`src/rtl/fnd_scan_ctrl.sv`:
```
// rtl/fnd_scan_ctrl.sv - APB slave that BCD-converts a value and scans a 4-digit FND
module fnd_scan_ctrl #(
  parameter int TICK_DIV  = 100000,
  parameter int BLANK_CYC = 1000
) (
  input  logic        clk,
  input  logic        reset,
  input  logic [3:0]  PADDR,
  input  logic        PSEL,
  input  logic        PENABLE,
  input  logic        PWRITE,
  input  logic [31:0] PWDATA,
  output logic [31:0] PRDATA,
  output logic        PREADY,
  output logic [7:0]  fnd_data,
  output logic [3:0]  fnd_com
);

  localparam int TW = (TICK_DIV > 1) ? $clog2(TICK_DIV) : 1;
  localparam int SW = (BLANK_CYC > 0) ? $clog2(BLANK_CYC + 1) : 1;
  localparam logic [TW-1:0] TICK_MAX = TW'(TICK_DIV - 1);
  localparam logic [SW-1:0] BLANK_V  = SW'(BLANK_CYC);

  typedef enum logic {IDLE, SHIFT} state_t;

  logic [2:0]  fcr;
  logic [15:0] fdr;
  logic [3:0]  fpr;
  logic        wr_en, wr_fcr, wr_fdr, wr_fpr, launch;
  logic [2:0]  fcr_next;
  logic [15:0] fdr_next;

  state_t      state, state_nx;
  logic [4:0]  cnt, cnt_nx;
  logic [19:0] bcd, bcd_nx, adj;
  logic [15:0] bin, bin_nx;
  logic [15:0] digits, digits_nx;
  logic [35:0] shifted;

  logic [TW-1:0] tick;
  logic [SW-1:0] slot;
  logic [1:0]    idx;

  logic        unused;
  assign unused = ^{PADDR[1:0], PWDATA[31:16]};

  assign PREADY = 1'b1;

  assign wr_en    = PSEL & PENABLE & PWRITE;
  assign wr_fcr   = wr_en && (PADDR[3:2] == 2'd0);
  assign wr_fdr   = wr_en && (PADDR[3:2] == 2'd1);
  assign wr_fpr   = wr_en && (PADDR[3:2] == 2'd2);
  assign launch   = wr_fcr | wr_fdr;
  // A launch must see the value being written in the same edge, not the old register.
  assign fcr_next = wr_fcr ? PWDATA[2:0]  : fcr;
  assign fdr_next = wr_fdr ? PWDATA[15:0] : fdr;

  always_ff @(posedge clk or negedge reset) begin
    if (!reset) begin
      fcr <= 3'd0;
      fdr <= 16'd0;
      fpr <= 4'd0;
    end else begin
      fcr <= fcr_next;
      fdr <= fdr_next;
      if (wr_fpr) fpr <= PWDATA[3:0];
    end
  end

  always_comb begin
    PRDATA = 32'd0;
    if (PSEL && !PWRITE) begin
      case (PADDR[3:2])
        2'd0:    PRDATA = {29'd0, fcr};
        2'd1:    PRDATA = {16'd0, fdr};
        2'd2:    PRDATA = {28'd0, fpr};
        default: PRDATA = {31'd0, state == SHIFT};
      endcase
    end
  end

  always_ff @(posedge clk or negedge reset) begin
    if (!reset) begin
      state  <= IDLE;
      cnt    <= 5'd0;
      bcd    <= 20'd0;
      bin    <= 16'd0;
      digits <= 16'd0;
    end else begin
      state  <= state_nx;
      cnt    <= cnt_nx;
      bcd    <= bcd_nx;
      bin    <= bin_nx;
      digits <= digits_nx;
    end
  end

  always_comb begin
    adj = bcd;
    for (int i = 0; i < 5; i++) begin
      if (bcd[i*4 +: 4] >= 4'd5) adj[i*4 +: 4] = bcd[i*4 +: 4] + 4'd3;
    end
    shifted = {adj, bin} << 1;

    state_nx  = state;
    cnt_nx    = cnt;
    bcd_nx    = bcd;
    bin_nx    = bin;
    digits_nx = digits;

    if (state == SHIFT) begin
      bcd_nx = shifted[35:16];
      bin_nx = shifted[15:0];
      cnt_nx = cnt + 5'd1;
      // Only the finished result reaches the display; ten-thousands nibble dropped.
      if (cnt == 5'd15) begin
        digits_nx = shifted[31:16];
        state_nx  = IDLE;
      end
    end

    if (launch) begin
      if (fcr_next[1]) begin
        digits_nx = fdr_next;
        state_nx  = IDLE;
      end else begin
        bcd_nx   = 20'd0;
        bin_nx   = fdr_next;
        cnt_nx   = 5'd0;
        state_nx = SHIFT;
      end
    end
  end

  always_ff @(posedge clk or negedge reset) begin
    if (!reset) begin
      tick <= '0;
      slot <= '0;
      idx  <= 2'd0;
    end else if (tick == TICK_MAX) begin
      tick <= '0;
      slot <= '0;
      idx  <= idx + 2'd1;
    end else begin
      tick <= tick + 1'b1;
      if (slot < BLANK_V) slot <= slot + 1'b1;
    end
  end

  function automatic logic [7:0] seg7(input logic [3:0] d);
    case (d)
      4'h0: seg7 = 8'hC0;  4'h1: seg7 = 8'hF9;  4'h2: seg7 = 8'hA4;  4'h3: seg7 = 8'hB0;
      4'h4: seg7 = 8'h99;  4'h5: seg7 = 8'h92;  4'h6: seg7 = 8'h82;  4'h7: seg7 = 8'hF8;
      4'h8: seg7 = 8'h80;  4'h9: seg7 = 8'h90;  4'hA: seg7 = 8'h88;  4'hB: seg7 = 8'h83;
      4'hC: seg7 = 8'hC6;  4'hD: seg7 = 8'hA1;  4'hE: seg7 = 8'h86;  default: seg7 = 8'h8E;
    endcase
  endfunction

  logic [3:0] cur;
  logic [3:0] lz;
  logic [7:0] seg;

  always_comb begin
    cur   = digits[idx*4 +: 4];
    // lz[i]: digit i and everything above it is zero; digit 0 is always shown.
    lz[3] = (digits[15:12] == 4'd0);
    lz[2] = lz[3] && (digits[11:8] == 4'd0);
    lz[1] = lz[2] && (digits[7:4] == 4'd0);
    lz[0] = 1'b0;

    if (fcr[2] && lz[idx])          seg = 8'hFF;
    else if (!fcr[1] && cur > 4'd9) seg = 8'hFF;
    else                            seg = seg7(cur);

    if (!fcr[0]) begin
      fnd_data = 8'hFF;
      fnd_com  = 4'b1111;
    end else begin
      fnd_data = {seg[7] & ~fpr[idx], seg[6:0]};
      fnd_com  = (slot < BLANK_V) ? 4'b1111 : ~(4'b0001 << idx);
    end
  end

endmodule

```
`config.mk`:
```
export PLATFORM = sky130hd
export DESIGN_NAME = fnd_scan_ctrl
export DESIGN_NICKNAME = d
export VERILOG_FILES = /design/src/rtl/fnd_scan_ctrl.sv
export SDC_FILE = /design/constraint.sdc
export NUM_CORES = 1
export LEC_CHECK = 0
export ABC_AREA = 1
export CAP_MARGIN = 20
export CORE_ASPECT_RATIO = 0.5
export CORE_MARGIN = 2
export CORE_UTILIZATION = 35
export CTS_CLUSTER_SIZE = 40
export DETAILED_ROUTE_END_ITERATION = 16
export SETUP_SLACK_MARGIN = 0.4
export SYNTH_ARGS = -nofsm -noshare
export SYNTH_HDL_FRONTEND = slang
export SYNTH_SLANG_ARGS = --single-unit
```
`constraint.sdc`:
```
create_clock -name clk -period 1.7 [get_ports clk]
set_input_delay 0.255 -clock clk [delete_from_list [all_inputs] [get_ports clk]]
set_output_delay 0.255 -clock clk [all_outputs]
set_load 0.1 [all_outputs]
```
==> results of run 1 <==
==> worst paths after layout <==
path,startpoint,end,slack [ns]
worst max-delay path,idx[0]$_DFFE_PN0N_,fnd_data[7],-0.75
worst min-delay path,reset,slot[3]$_DFFE_PN0P_,0.38
worst max register to register,cnt[0]$_DFF_PN0_,digits[0]$_DFF_PN0_,0.04
worst min register to register,bin[0]$_DFF_PN0_,bin[0]$_DFF_PN0_,0.52
max in group asynchronous,reset,bin[7]$_DFF_PN0_,0.79
min in group clk,PSEL,fcr[1]$_DFF_PN0_,0.39
==> power groups by stage <==
stage               combinational [mW]  clock (mW)  sequential [mW]
CTS                               7.92        2.37             3.81
global route                      9.84        2.47             3.95
detailed placement                5.99           0             3.80
floorplan                         4.25           0             3.63
finish                            9.23        2.33             3.87
global placement                  5.85           0             3.79
==> cell type report <==
class / instances / area [um^2]
Sequential cell: 106 / 2660
Tap cell: 234 / 293
Clock buffer: 9 / 225
Timing Repair inverter: 1 / 30.0
Multi-Input combinational cell: 599 / 4650
Fill cell: 1352 / 6490
Inverter: 115 / 532
Clock inverter: 7 / 108
Timing Repair Buffer: 225 / 2570
==> synth_stat cells <==
cell type and n:
nand2_1 244, inv_1 108, dfrtp_1 106, nor2_1 66
nand3_1 53, o21ai_0 46, o21ai_1 26, ha_1 23
buf_4 21, nor3_1 21, mux2i_1 19, a21oi_1 14
xor2_1 12, buf_2 9, nand2_2 9, inv_2 7
o21ai_2 7, clkbuf_1 6, nand4_1 6, o211ai_1 6
or2_2 6, buf_6 5, nand3_2 3, xnor2_1 3
a21oi_2 2, conb_1 2, nor2_2 2, nor2_4 2
o211a_1 2, a311oi_1 1, a31o_2 1, and2_1 1
and3_1 1, mux2_2 1, nand3b_1 1, nor3b_1 1
o21a_1 1, o22ai_1 1, o31ai_1 1
==> stage by stage <==
step | utilization | hold WS, ns | instances | power, mW | setup TNS, ns
after global placement | 0.481 | 0.237 | 1177 | 9.64 | -23.51
after global routing | 0.630 | 0.410 | 1296 | 16.3 | -8.42
after CTS | 0.587 | 0.346 | 1266 | 14.1 | -6.96
final | 0.630 | 0.383 | 1296 | 15.4 | -7.36
after floorplan | - | -0.0406 | 861 | 7.88 | -2.97
after detailed placement | 0.481 | 0.236 | 1177 | 9.80 | -24.62
==> what timing repair did <==
action,4_1_cts,5_1_grt
gates cloned,4,0
setup buffers,68,30
hold buffers,1,0
hold endpoints to repair,27,0
resized for setup,280,131
setup endpoints to repair,126,95
pin swaps,109,82
==> sequential cells by signal, summed over array words and instances (netlist names) <==
name    count
fdr        16
bcd        16
bin        16
fpr         4
fcr         3
cnt         5
state       1
digits     16
slot       10
tick       17
idx         2
==> routing by layer <==
layer / vias up / track usage
met1: 3102 / 0.276
met4: 0 / 0.0586
met3: 29 / 0.0302
li1: 3071 / -
met2: 155 / 0.368
met5: - / 0
==> critical path: cells and delay by family (launching register included) <==
kind	cells	cell delay, ns
compound gates	2	0.22
buf+inv	8	0.91
flops	1	0.49
simple gates	2	0.19
==> cells by family after synthesis <==
| logic type | Yosys count | synth area share |
|---|---|---|
| simple gates | 416 | 0.276 |
| other cells | 2 | 0.00118 |
| compound gates | 108 | 0.0963 |
| buf+inv | 156 | 0.112 |
| fa+ha+maj | 23 | 0.0452 |
| mux | 20 | 0.0316 |
| xor+xnor | 15 | 0.0206 |
| flops | 106 | 0.417 |
==> impl_metrics.tcl, run 1 <==
set metrics [dict create \
    status "finished, violations left" \
    failed_checks "negative setup slack" \
    synthCells 846 \
    crit_path_frequent_cell "buf_6" \
    drive_gt1_frac 0.501 \
    hold_viol_final 0 \
    slowest_delay_ns 0.49 \
    worstPathCellList "buf_6, buf_6, buf_6, buf_6, buf_6, buf_6, buf_6, a21oi_2, o21ai_1, nand2_1, nand2_4, buf_12" \
    grt_pass1_wl_um 32200 \
    start_util 0.362 \
    p_sw_frac 0.454 \
    clkPwrFrac 0.151 \
    ys_seq_area_frac 0.417 \
    post_drt_wl_per_cell_um 16.0 \
    yosysTopAreaCellShare 0.417 \
    end_kind "output port" \
    grt.overflow.total 0 \
    ys_types 39 \
    cts_tree "done" \
    design_area_mm2 0.0111 \
    critPathMaxFanout 7 \
    cp.required_ns 1.44 \
    grt_pass1_vias 6337 \
    fmax_mhz 409 \
    die_height_um 99.4 \
    core_area_mm2 0.0176 \
    final_nets 1121 \
    cts_sinks 106 \
    fin_crit_sh 1.44 \
    crit_slowest_cell "dfrtp_2" \
    layout_common_cells "nand2_1, buf_4, dfrtp_1" \
    wl_um 20700 \
    ys_top_cells_by_area "dfrtp_1, nand2_1, inv_1, ha_1, nand3_1" \
    synth-seq-cells 106 \
    layout_commonest_cell "nand2_1" \
    p_leak_nw 5.23 \
    setup_slack_ns -0.747 \
    peakVddDrop_uv 819 \
    gp_congestion 0.888 \
    rows 34 \
    r2r_cells 7 \
    drv_cap 0 \
    dr_wl_met3_um 864 \
    num_vias 6357 \
    antenna_found_initial 0 \
    setup_viol 13 \
    synth_top_area_cell "dfrtp_1" \
    ant_nets 0 \
    grt_usage 0.211 \
    syn_avg_cell_area_um2 7.52 \
    drtPass1Iterations 5 \
    netSwitchingPower_mw 7.01 \
    report.final.slew_viol_count 0 \
    internal-power_mw 8.41 \
    p_per_area_mw_per_mm2 1390 \
    path_class "flop to output port" \
    area_delta_synth_final_pct 74.0 \
    vias_per_cell 4.91 \
    dieArea_mm2 0.0193 \
    post_dp_cell_area_mm2 0.00845 \
    m1WireLength_um 8800 \
    root_buffer "clkbuf_16" \
    clk_latency_ns 0.36 \
    port_buffers 50 \
    wl_met2_um 10600 \
    drt_iter0_drc 287 \
    cp.arrival_ns 2.19 \
    hpwlAfterDp_um 12700 \
    diodes 0 \
    hold_path.class "input port to async pin" \
    fp.dieW_um 195 \
    power_frac_seq 0.251 \
    worstSetupStartpointType "flop" \
    netlist_area_mm2 0.00636 \
    dr.max_layer_used "met4" \
    grt_max_degree 32 \
    fin_crit_ns 2.45 \
    clk_path_buf_depth 2 \
    combPwrFrac 0.598 \
    skew_ns 0.0100 \
    io_pins 86 \
    ys_warn_count 0 \
    cts_buffers 9 \
    cts_htree_levels 3 \
    cts.clk_slew.worst_paths_ns 0.08 \
    place_ws_ns -0.442 \
    drc 0 \
    grt_setup_unrepaired "yes" \
]
(Power assumes the default switching activity.)
==> inputs of run 2 (changes only) <==
--- a/config.mk
+++ b/config.mk
@@ -16,3 +16,4 @@
 export SYNTH_ARGS = -nofsm -noshare
 export SYNTH_HDL_FRONTEND = slang
 export SYNTH_SLANG_ARGS = --single-unit
+export TNS_END_PERCENT = 30
==> impl_metrics.tcl, run 2 (synthesized netlist as in run 1, its figures left out) <==
set metrics [dict create \
    worstPathCellList "inv_4, nand2_1, nand2_1, nand2_2, nand2_4, inv_4, ha_4, nand3b_1, nand2_1, nor2_1, nor2_1, nand2_2, buf_12" \
    fin_setup_tns_ns -5.22 \
    dieArea_mm2 0.0193 \
    worstSetupStartpointType "flop" \
    layout_commonest_cell "nand2_1" \
    critPathMaxFanout 7 \
    cts.clk_slew.worst_paths_ns 0.07 \
    io_pins 86 \
    setup_slack_ns -0.677 \
    r2r_cells 7 \
    cp.required_ns 1.44 \
    start_util 0.362 \
    slowest_delay_ns 0.48 \
    p_leak_nw 4.78 \
    port_buffers 50 \
    p_per_area_mw_per_mm2 1370 \
    hold_viol_final 0 \
    clk_latency_ns 0.36 \
    antenna_found_initial 0 \
    drv_cap 0 \
    holdPathEnd "fcr[1]$_DFF_PN0_" \
    crit_path_frequent_cell "nand2_1" \
    setup_viol 12 \
    ant_nets 0 \
    fin_crit_sh 1.40 \
    clk_path_buf_depth 2 \
    crit_slowest_cell "dfrtp_2" \
    num_vias 6052 \
    status "finished, violations left" \
    peakVddDrop_uv 883 \
    report.final.slew_viol_count 0 \
    grt_usage 0.185 \
    layout_common_cells "nand2_1, dfrtp_1, buf_4" \
    skew_ns 0.0139 \
    die_height_um 99.4 \
    worst-path-buf-inv 3 \
    place_ws_ns -0.406 \
    hpwlAfterDp_um 11700 \
    min-delay-start "PWRITE" \
    cts_htree_levels 3 \
    core_area_mm2 0.0176 \
    grt_pass1_wl_um 28900 \
    drc 0 \
    grt_setup_unrepaired "yes" \
    r2r_start "cnt[0]$_DFF_PN0_" \
    ff2ff_setup_slack_ns 0.07 \
    end_kind "output port" \
    drt_iter0_drc 430 \
    wl_um 18000 \
    root_buffer "clkbuf_16" \
    grt.overflow.total 0 \
    cts_tree "done" \
    critPathTopFamily "simple AND/OR/NAND/NOR gates" \
    post_drt_wl_per_cell_um 14.5 \
    fp.dieW_um 195 \
    diodes 0 \
    holdPathStages 5 \
    largest_register_ffs 17 \
    drtPass1Iterations 5 \
    fin_crit_ns 2.38 \
    gp_congestion 0.874 \
    rows 34 \
    hold_path.class "input port to flop" \
    area_delta_synth_final_pct 60.1 \
    grt_max_degree 36 \
    cts_buffers 9 \
    fmax_mhz 421 \
    vias_per_cell 4.88 \
    path_class "flop to output port" \
    regMostFlops "tick" \
    fillerInstances 1441 \
    failed_checks "negative setup slack" \
    cp.arrival_ns 2.12 \
    r2r-end "digits[11]$_DFF_PN0_" \
    grt_pass1_vias 5892 \
    cts_sinks 106 \
    p_total_mw 14.0 \
    drive_gt1_frac 0.440 \
    final_nets 1064 \
]
run 2: cell count changes in the layout (fill, tap and decap cells not counted), moves of 6 or more:
cell and delta:
nand3_4 -6, buf_6 -29, buf_4 -26, nand2_1 +16
o21ai_0 +6, nand2_2 -6
run 2: through the flow:
step / std cells / hold WS, ns / area, um^2 / util
final: 1239 / 0.330 / 10200 / 0.580
after global routing: 1239 / 0.352 / 10200 / 0.580
after CTS: 1224 / 0.333 / 9480 / 0.539
after detailed placement: 1174 / 0.223 / 8120 / 0.462
after global placement: 1174 / 0.222 / 8120 / 0.462
after floorplan: 861 / -0.0406 / 6740 / -
run 2: layout make-up:
type	count	area, um^2	area share
sequential	106	2660	0.261
clock buffer	10	229	0.0225
clock inverter	6	60.1	0.00589
tap	234	293	0.0287
timing repair buffer	168	2030	0.199
timing repair inverter	1	7.51	0.000737
multi-input combinational	599	4390	0.431
inverter	115	520	0.0511
run 2: worst max path at each step:
stage | depth (start not counted) | slack, ns | endpoint | start
floorplan | 12 | -0.43 | fnd_data[6] | idx[0]$_DFFE_PN0N_
global placement | 13 | -0.35 | fnd_data[6] | idx[0]$_DFFE_PN0N_
CTS | 13 | -0.67 | fnd_data[6] | idx[0]$_DFFE_PN0N_
global route | 13 | -0.80 | fnd_data[5] | idx[0]$_DFFE_PN0N_
detailed placement | 12 | -0.41 | fnd_data[4] | idx[0]$_DFFE_PN0N_
finish | 13 | -0.68 | fnd_data[6] | idx[0]$_DFFE_PN0N_
run 2: layer usage:
metal	track usage	routed length [um]	part of all wire	vias up
li1	-	-	-	2959
met1	0.244	8160	0.45	2958
met2	0.315	8860	0.49	120
met3	0.0380	783	0.044	15
met4	0.0414	193	0.011	0
met5	0	0	0	-
run 2: worst register-to-register path, stage by stage (launching register included):
cell,delay (ns)
dfrtp_1,0.39
ha_2,0.19
and3_4,0.18
ha_4,0.18
nand2_8,0.11
buf_12,0.14
mux2i_2,0.26
o21ai_2,0.08
run 2: report_power, final:
part / switching, mW / internal (mW)
combinational: 4.78 / 3.26
sequential: 0.639 / 3.23
clock: 1.04 / 1.03
total: 6.46 / 7.52
run 2: what timing repair did:
item / in CTS / in global routing
gates cloned: 4 / 3
resized for setup: 243 / 147
setup buffers: 29 / 12
pin swaps: 98 / 114
endpoints found under the setup margin: 126 / 106
hold buffers: 1 / 0
endpoints found under the hold margin: 25 / 0
==> inputs of run 3 (changes only) <==
--- a/config.mk
+++ b/config.mk
@@ -12,6 +12,7 @@
 export CORE_UTILIZATION = 35
 export CTS_CLUSTER_SIZE = 40
 export DETAILED_ROUTE_END_ITERATION = 16
+export MAX_ROUTING_LAYER = met4
 export SETUP_SLACK_MARGIN = 0.4
 export SYNTH_ARGS = -nofsm -noshare
 export SYNTH_HDL_FRONTEND = slang
==> impl_metrics.tcl, run 3 (synthesized netlist as in run 1, its figures left out) <==
set metrics [dict create \
    startpoint "idx[0]$_DFFE_PN0N_" \
    final_nets 1056 \
    fin_crit_ns 2.37 \
    r2r_start "cnt[1]$_DFF_PN0_" \
    p_total_mw 13.8 \
    grt.overflow.total 0 \
    cts_tree "done" \
    fp.dieW_um 195 \
    rows 34 \
    use_met1 0.235 \
    worstSetupStartpointType "flop" \
    grt_util_met3 0.0349 \
    end_kind "output port" \
    largest_register_ffs 17 \
    drt_iter0_drc 443 \
    clk_latency_ns 0.35 \
    vias_per_cell 4.81 \
    grt_usage 0.183 \
    root_buffer "clkbuf_16" \
    cp.required_ns 1.44 \
    design_area_mm2 0.0102 \
    p_leak_nw 4.75 \
    io_pins 86 \
    port_buffers 50 \
    cts_buffers 9 \
    diodes 0 \
    layout_common_cells "nand2_1, dfrtp_1, buf_4" \
    grt_setup_unrepaired "yes" \
    layout_commonest_cell "nand2_1" \
    post_drt_wl_per_cell_um 14.2 \
    grt_pass1_wl_um 27900 \
    slowest_delay_ns 0.47 \
    post_dp_cell_area_mm2 0.00809 \
    worst_pin_slew_ns 0.643 \
    path_class "flop to output port" \
    num_vias 5922 \
    ff2ff_setup_slack_ns 0.02 \
    regMostFlops "tick" \
    grt_max_degree 107 \
    fin_crit_sh 1.39 \
    critPathMaxFanout 7 \
    core_area_mm2 0.0176 \
    cts_sinks 106 \
    area_delta_synth_final_pct 60.0 \
    grt_pass1_vias 5701 \
    slew_headroom 0.571 \
    worstPathCellList "buf_6, nand2_2, nand3_2, nand2_4, inv_4, ha_4, nand2_4, nand2_4, nor2_4, nor2_4, buf_12, nand2_2, buf_12" \
    grt_busiest_layer "met2" \
    drive_gt1_frac 0.465 \
    cp.arrival_ns 2.11 \
    antenna_found_initial 0 \
    r2r_cells 9 \
    met2_usage 0.298 \
    p_per_area_mw_per_mm2 1360 \
    utilization 0.580 \
    fmax_mhz 423 \
    setup_viol 11 \
    hold_viol_final 0 \
    peakVddDrop_uv 771 \
    crit_path_end "fnd_data[6]" \
    die_height_um 99.4 \
    drc 0 \
    setup_slack_ns -0.666 \
    crit_slowest_cell "dfrtp_2" \
    clk_path_buf_depth 2 \
    dieArea_mm2 0.0193 \
    start_util 0.362 \
    drv_cap 0 \
    report.final.slew_viol_count 0 \
    drtPass1Iterations 5 \
    cts_htree_levels 3 \
    hold_path.class "input port to flop" \
    gp_congestion 0.872 \
    r2r-end "digits[2]$_DFF_PN0_" \
    cts.clk_slew.worst_paths_ns 0.07 \
    crit_path_frequent_cell "nand2_4" \
    hpwlAfterDp_um 11400 \
    skew_ns 0.0121 \
    wl_um 17400 \
    status "finished, violations left" \
    ant_nets 0 \
    failed_checks "negative setup slack" \
]
==> run 3: through the flow <==
step,hold WS (ns),worst slack (ns),std cells,setup TNS [ns]
after floorplan,-0.0406,-0.426,861,-3.22
after global placement,0.371,-0.342,1172,-16.87
after detailed placement,0.369,-0.385,1172,-17.24
after CTS,0.333,-0.663,1215,-4.80
after global routing,0.348,-0.784,1231,-5.91
final,0.341,-0.666,1231,-4.73
==> run 3: metal layers <==
layer  vias to the layer above  routed length [um]
li1                       2951                   -
met1                      2827                7800
met2                       125                8630
met3                        19                 784
met4                         0                 200
met5                         -                   0
==> run 3: worst max-delay path: cells and delay by family, from the launching register on <==
kind	cells	cell delay [ns]
DFF	1	0.47
adders and majority gates	1	0.17
and+or+nand+nor	8	0.59
buffers and inverters	4	0.51
==> run 3: how the worst min path moves through the flow <==
stage / from / end / slack, ns / cells after the start
after global routing: PWRITE / fcr[1]$_DFF_PN0_ / 0.35 / 5
after CTS: PWRITE / fcr[1]$_DFF_PN0_ / 0.33 / 5
after floorplan: reset / bcd[0]$_DFF_PN0_ / -0.04 / 0
final: PWRITE / fcr[1]$_DFF_PN0_ / 0.34 / 5
after global placement: reset / tick[13]$_DFF_PN0_ / 0.37 / 2
after detailed placement: reset / tick[12]$_DFF_PN0_ / 0.37 / 2
==> run 3: report_power, final <==
group          internal (mW)  switching, mW  total [mW]
sequential              3.23          0.643        3.87
clock                   1.03           1.01        2.04
combinational           3.18           4.75        7.93
total                   7.44           6.40        13.8
==> run 3: cell type report <==
cell class              instances  area (um^2)
clock inverters                 7         72.6
repair buffers                161         1940
fillers                      1417         7390
well taps                     234          293
flip-flops and latches        106         2660
inverters                     115          518
multi-input cells             599         4470
clock buffers                   9          225
==> run 3: what timing repair did <==
action / in CTS / in global routing
pin swaps: 104 / 128
resized for setup: 237 / 187
gates cloned: 4 / 0
setup buffers: 22 / 16
endpoints found under the setup margin: 125 / 96
hold buffers: 1 / 0
endpoints found under the hold margin: 20 / 0
